File: src/rtl/projeto_processador.sv
// Multicycle 16-bit lab CPU: one ROM instruction per run pulse, executed over T1..T3
// through a single shared bus into registers r0..r7, accumulator A, ALU result G and data RAM.
module projeto_processador #(
  parameter int DATA_W = 16,
  parameter int ADDR_W = 5,
  parameter logic [2**ADDR_W-1:0][DATA_W-1:0] ROM_INIT =
    {{27{16'h0000}}, 16'h8001, 16'hA001, 16'h5209, 16'h8200, 16'h1004}
) (
  input  logic              clock,
  input  logic              reset,
  input  logic [ADDR_W-1:0] Din,
  input  logic              run,
  output logic              done
);

  typedef enum logic [1:0] {T0, T1, T2, T3} tstep_t;
  typedef enum logic [2:0] {SEL_NONE, SEL_OPND, SEL_MVT, SEL_RX, SEL_G, SEL_MEM} bus_sel_t;

  localparam logic [2:0] OP_MV  = 3'b000;
  localparam logic [2:0] OP_MVT = 3'b001;
  localparam logic [2:0] OP_ADD = 3'b010;
  localparam logic [2:0] OP_SUB = 3'b011;
  localparam logic [2:0] OP_LD  = 3'b100;
  localparam logic [2:0] OP_ST  = 3'b101;
  localparam logic [2:0] OP_AND = 3'b110;

  tstep_t                   tstep_q, tstep_d;
  bus_sel_t                 bus_sel;
  logic [DATA_W-1:0]        ir, a, g, alu, bus_wires, operand, ram_q;
  logic [ADDR_W-1:0]        addr;
  logic [7:0][DATA_W-1:0]   regs;
  logic                     ir_ld, a_ld, g_ld, addr_ld, rx_we, ram_we;

  // RAM content survives reset; only the power-up image is fixed here
  logic [DATA_W-1:0] ram [2**ADDR_W] = '{4: DATA_W'(7), default: '0};

  logic [2:0] op, rx, ry;
  logic       imm;
  logic [8:0] imm9;

  assign op      = ir[15:13];
  assign imm     = ir[12];
  assign rx      = ir[11:9];
  assign imm9    = ir[8:0];
  assign ry      = ir[2:0];
  assign operand = imm ? {{(DATA_W-9){1'b0}}, imm9} : regs[ry];

  always_comb begin
    bus_wires = '0;
    case (bus_sel)
      SEL_OPND: bus_wires = operand;
      SEL_MVT:  bus_wires = {ir[7:0], 8'h00};
      SEL_RX:   bus_wires = regs[rx];
      SEL_G:    bus_wires = g;
      SEL_MEM:  bus_wires = ram_q;
      default:  bus_wires = '0;
    endcase
  end

  always_comb begin
    alu = '0;
    case (op)
      OP_ADD:  alu = a + bus_wires;
      OP_SUB:  alu = a - bus_wires;
      OP_AND:  alu = a & bus_wires;
      default: alu = '0;
    endcase
  end

  always_comb begin
    tstep_d = tstep_q;
    bus_sel = SEL_NONE;
    done    = 1'b0;
    ir_ld   = 1'b0;
    a_ld    = 1'b0;
    g_ld    = 1'b0;
    addr_ld = 1'b0;
    rx_we   = 1'b0;
    ram_we  = 1'b0;
    case (tstep_q)
      T0: if (run) begin
        ir_ld   = 1'b1;
        tstep_d = T1;
      end
      T1: case (op)
        OP_MV: begin
          bus_sel = SEL_OPND; rx_we = 1'b1; done = 1'b1; tstep_d = T0;
        end
        OP_MVT: begin
          bus_sel = SEL_MVT; rx_we = 1'b1; done = 1'b1; tstep_d = T0;
        end
        OP_ADD, OP_SUB, OP_AND: begin
          bus_sel = SEL_RX; a_ld = 1'b1; tstep_d = T2;
        end
        OP_LD, OP_ST: begin
          addr_ld = 1'b1; tstep_d = T2;
        end
        default: begin
          done = 1'b1; tstep_d = T0;
        end
      endcase
      T2: case (op)
        OP_ADD, OP_SUB, OP_AND: begin
          bus_sel = SEL_OPND; g_ld = 1'b1; tstep_d = T3;
        end
        OP_LD: tstep_d = T3;  // RAM read register fills this cycle
        OP_ST: begin
          bus_sel = SEL_RX; ram_we = 1'b1; done = 1'b1; tstep_d = T0;
        end
        default: tstep_d = T0;
      endcase
      T3: begin
        bus_sel = (op == OP_LD) ? SEL_MEM : SEL_G;
        rx_we   = 1'b1;
        done    = 1'b1;
        tstep_d = T0;
      end
      default: tstep_d = T0;
    endcase
  end

  always_ff @(posedge clock or posedge reset) begin
    if (reset) begin
      tstep_q <= T0;
      ir      <= '0;
      a       <= '0;
      g       <= '0;
      addr    <= '0;
      regs    <= '0;
    end else begin
      tstep_q <= tstep_d;
      if (ir_ld)   ir   <= ROM_INIT[Din];
      if (a_ld)    a    <= bus_wires;
      if (g_ld)    g    <= alu;
      if (addr_ld) addr <= regs[ry][ADDR_W-1:0];
      if (rx_we)   regs[rx] <= bus_wires;
    end
  end

  // ram_we is decoded from the async-reset state, so reset can never leave a partial write
  always_ff @(posedge clock) begin
    if (ram_we) ram[addr] <= bus_wires;
    ram_q <= ram[addr];
  end

endmodule

File: config.mk
export PLATFORM = sky130hd
export DESIGN_NAME = projeto_processador
export DESIGN_NICKNAME = d
export VERILOG_FILES = /design/src/rtl/projeto_processador.sv
export SDC_FILE = /design/constraint.sdc
export NUM_CORES = 1
export LEC_CHECK = 0
export CAP_MARGIN = 20
export CORE_AREA = 5 5 42 44
export DETAILED_ROUTE_END_ITERATION = 10
export DIE_AREA = 0 0 47 49
export PLACE_DENSITY = 0.55
export SYNTH_ARGS = -nofsm -noshare
export SYNTH_HDL_FRONTEND = slang
export SYNTH_SLANG_ARGS = --single-unit
File: constraint.sdc
create_clock -name clock -period 1.7 [get_ports clock]
set_clock_uncertainty 0.05 [all_clocks]
set_input_delay 0.34 -clock clock [delete_from_list [all_inputs] [get_ports clock]]
set_output_delay 0.34 -clock clock [all_outputs]
set_load 0.05 [all_outputs]
# Word level (Yosys, flattened, before mapping)
# Memory sizes are Yosys's and may differ from the RTL's. A register that Yosys moved wholly into a read port is not among the register bits.
# Cells that the tools add are included.
classes:
  add_sub_neg: 0
  multipliers: 0
  div: 0
  order_cmp: 0
  eq_ne: 9
  shift: 0
  mux: 9
  bitwise: 0
  reduce_logical: 3
ops:
  columns: ["op", "n"]
  rows:
  - ["3-bit == test (second input constant)", 3]
  - ["2-bit case mux with 4 select lines", 1]
  - ["3-bit by 2-bit == test with 1-bit output (second input constant)", 2]
  - ["2-bit two-way mux", 3]
  - ["5-bit OR reduction", 1]
  - ["2-bit == test (second input constant)", 2]
  - ["1-bit two-way mux", 4]
  - ["4-bit OR reduction", 1]
  - ["1-bit case mux with 3 select lines", 1]
  - ["2-bit by 1-bit == test with 1-bit output (second input constant)", 1]
  - ["2-bit zero test", 1]
  - ["2-bit != test (second input constant)", 1]
word_totals:
  register_bits: 2
  latch_bits: 0
  mem_bits_rw: 0
  rom_bits: 512
  out_inout_bits: 1
  word_cells: 23
  memories: 1
memory_table:
  columns: ["memory", "words", "width", "rd", "rd_ports_with_merged_regs", "write_ports", "line_no", "source"]
  rows:
  - ["(name not given)", 32, 16, 1, 1, 0, "132", "if (ir_ld) ir <= ROM_INIT[Din];"]

# Depth between registers and ports, before layout
logic_depth:
  ltp_word: 4
  ltp_mapped: 3
  depth_no_buf: 3

# Worst setup path after synthesis
# No wires, ideal clock.
synth_timing:
  kind: "register -> output"
  from: "reg ir[14]"
  to: "out done"
  t_arrival_ns: 1.079
  required_ns: 1.310
  slack_ns: 0.231
  path_stages_with_launch: 3
  path_buffers: 0
  path_cell_list: "dfrtp_1 -> o21ai_0 -> a22o_1"
synth_via:
  elab_chain_len: 4
synth_rtl:
  columns: ["element", "line_no", "source"]
  rows:
  - ["start, declared", "29", "logic [DATA_W-1:0] ir, a, g, alu, bus_wires, operand, ram_q;"]
  - ["3-bit == test (tied with other cells)", "85", "T1: case (op)"]
  - ["5-bit OR reduction (no line)", null, null]
  - ["1-bit two-way mux", "85", null]
  - ["1-bit case mux with 3 select lines *", "80", "case (tstep_q)"]
  - ["end, declared", "13", "output logic done"]
# Mark *: on every way between the ends. The rest lies on a longest branch, timed or not.

# Worst setup path after layout
# Ends and elaborated chain as after synthesis.

==> qor.yml <==
sta:
  min_period_over_period_pct: 94.83
  fin_hold_ws_ns: 0.2379
  tightest_slew_ns: 0.1941
  finalHoldViolations: 0
  min_period_ns: 1.612
  fmax_mhz: 620.3
  tns_ns: 0
  slew-limit-headroom_pct: 87.06
  slew_violations: 0
  setup_viol: 0
detailed_routing:
  drt_iter0_markers: 2
  drc: 0
  drt-total-wl_um: 571
  route.met2.wl_um: 271
  wl_met3_um: 55
  drtAntennaViolNets: 0
  routed.top_layer: "met4"
  vias: 251
  via_per_inst: 4.482
  wirelength_met1_um: 239
  wire_per_inst_um: 10.20
  dr.pass1.iters: 4
power:
  power_frac_comb_pct: 23.0
  seq_power_share_pct: 38.6
  p_leak_nw: 0.1789
  power_frac_clock_pct: 38.5
  internal_power_mw: 0.2623
  powerDensity_nw_per_um2: 834.9
  p_sw_share_pct: 26.38
  max-vdd-ir-drop_v: 0.0003488
  p_sw_mw: 0.09395
synth:
  yosys.cell_types.count: 18
  synthTopCellsByArea: "dfrtp_1, a32o_1, a22o_1"
  syn_nets: 35
  yosysTopAreaCell: "dfrtp_1"
  ys_seq_area_share_pct: 44.44
  syn_area_um2: 281.5
  netlist.area_leader.share_pct: 44.44
  avgSynthCellArea_um2: 10.43
  synth_cells: 27
  synth-seq-cells: 5
  yosys_warnings: 0
clock_tree:
  cts_buffers: 3
  cts_max_level: 1
  cts_sinks: 5
  clk_latency_ns: 0.24
  cts_tree: "built"
  clk_pin_slew_ns: 0.05
  cts_root_buf: "clkbuf_4"
  hold_buffers: 0
  clk_path_buf_depth: 2
placement:
  place_hpwl_um: 439.7
  portBuffers: 8
  place_congestion: 0.6306
  dpl.cell_count: 51
  dpl_cell_area_um2: 391.6
critical_path:
  worstSetupStartpointType: "flop"
  arrival_ns: 1.22
  crit_fanout: 6
  path_depth: 4
  crit_path_end_kind: "output port"
  path_cells: "nand3_1 -> o21ai_1 -> a22o_1 -> buf_12"
  path_delay_family: "flip-flops"
  cp_slowest_cell: "dfrtp_2"
  slowest_delay_ns: 0.44
  critPathKind: "flop to output port"
  cp_num_buf_inv: 1
  required_ns: 1.31
  rr_worst_depth: 3
final_layout:
  nets: 49
  area.growth.synth_to_final_pct: 51.56
  diodes: 0
  fillers: 167
  final_util_pct: 30.45
  finalNonFillerCells: 56
  layout_commonest_cell: "clkdlybuf4s50_1"
  final_cell_mix: "clkdlybuf4s50_1, dfrtp_1, clkbuf_4"
  postLayoutCellArea_um2: 426.7
  drive_above_1_share_pct: 20.00
min_path:
  hp-class: "input port to asynchronous set/reset pin"
global_routing:
  grt_antenna_before_repair: 0
  grt_usage_pct: 5.248
  grt_pass1_wl_um: 821
  overflow: 0
  grt_max_degree: 7
  grt_pass1_vias: 211
floorplanning:
  num_io_pins: 9
  initial_utilization_pct: 20.09
  die_h_um: 49
  core-area_um2: 1401
  die_w_um: 47
  dieArea_um2: 2303
  num_rows: 14
run_status:
  outcome: "completed"
flow_run:
  cap_violations: 0
[metal layers]
metal  vias to the layer above  global-route usage (%)
met3                         2                   2.214
li1                        127                       -
met4                         0                   4.147
met5                         -                       0
met2                        11                   7.240
met1                       111                   6.067
[worst paths after layout]
check,from,to,slack (ns)
setup / recovery,ir[14],done,0.09
hold / removal,reset,ir[13],0.24
setup reg to reg,tstep_q[1],ir[14],0.35
hold reg to reg,tstep_q[0],tstep_q[0],0.50
max in group asynchronous,reset,ir[14],1.18
min in group clock,tstep_q[0],tstep_q[0],0.50
[metrics by stage]
stage | power [mW] | worst slack, ns
after detailed placement | 0.2180 | -0.007860
final | 0.3562 | 0.08783
after CTS | 0.3593 | 0.03322
after global placement | 0.2173 | 0.01696
after floorplan | 0.1772 | 0.2305
after global routing | 0.3721 | -0.0007528
[cells in the mapped netlist, drive strengths merged]
cell type / count
a21oi: 1
dfrtp: 5
inv: 2
o21a: 1
o21ai: 1
o211ai: 1
nand2b: 1
o21bai: 1
nor3: 2
nor2b: 2
a32o: 2
nor2: 2
nand2: 1
mux2: 1
nand3: 1
or3b: 1
a22o: 2
[state kept, by name (all words and copies together) (netlist names)]
register  count
tstep_q       2
ir            3
[logic make-up after synthesis]
group / after synthesis / synth area share, %
simple gates: 10 / 24.00
buf+inv: 2 / 2.668
flops: 5 / 44.44
compound gates: 9 / 24.89
mux: 1 / 4.000
[what timing repair did]
| item | 4_1_cts | 5_1_grt |
|---|---|---|
| endpoints found under the setup margin | 1 | 1 |
| buffers inserted | 0 | 1 |
| resized for setup | 1 | 1 |
| pin swaps | 0 | 1 |
| gates cloned | 0 | 0 |
[power by group through the flow]
stage	sequential, mW	clock [mW]	combinational (mW)
finish	0.137	0.137	0.0818
global placement	0.138	0	0.0791
global route	0.139	0.146	0.0874
CTS	0.137	0.143	0.0800
floorplan	0.136	0	0.0415
detailed placement	0.138	0	0.0796
[final cells by class]
cell class	count	area [um2]	area share [%]
Timing Repair Buffer	9	97.59	22.87
Tap cell	16	20.02	4.692
Clock buffer	4	26.28	6.158
Multi-Input combinational cell	20	148.9	34.90
Sequential cell	5	126.4	29.62
Inverter	2	7.507	1.760
(Power assumes the default switching activity.)
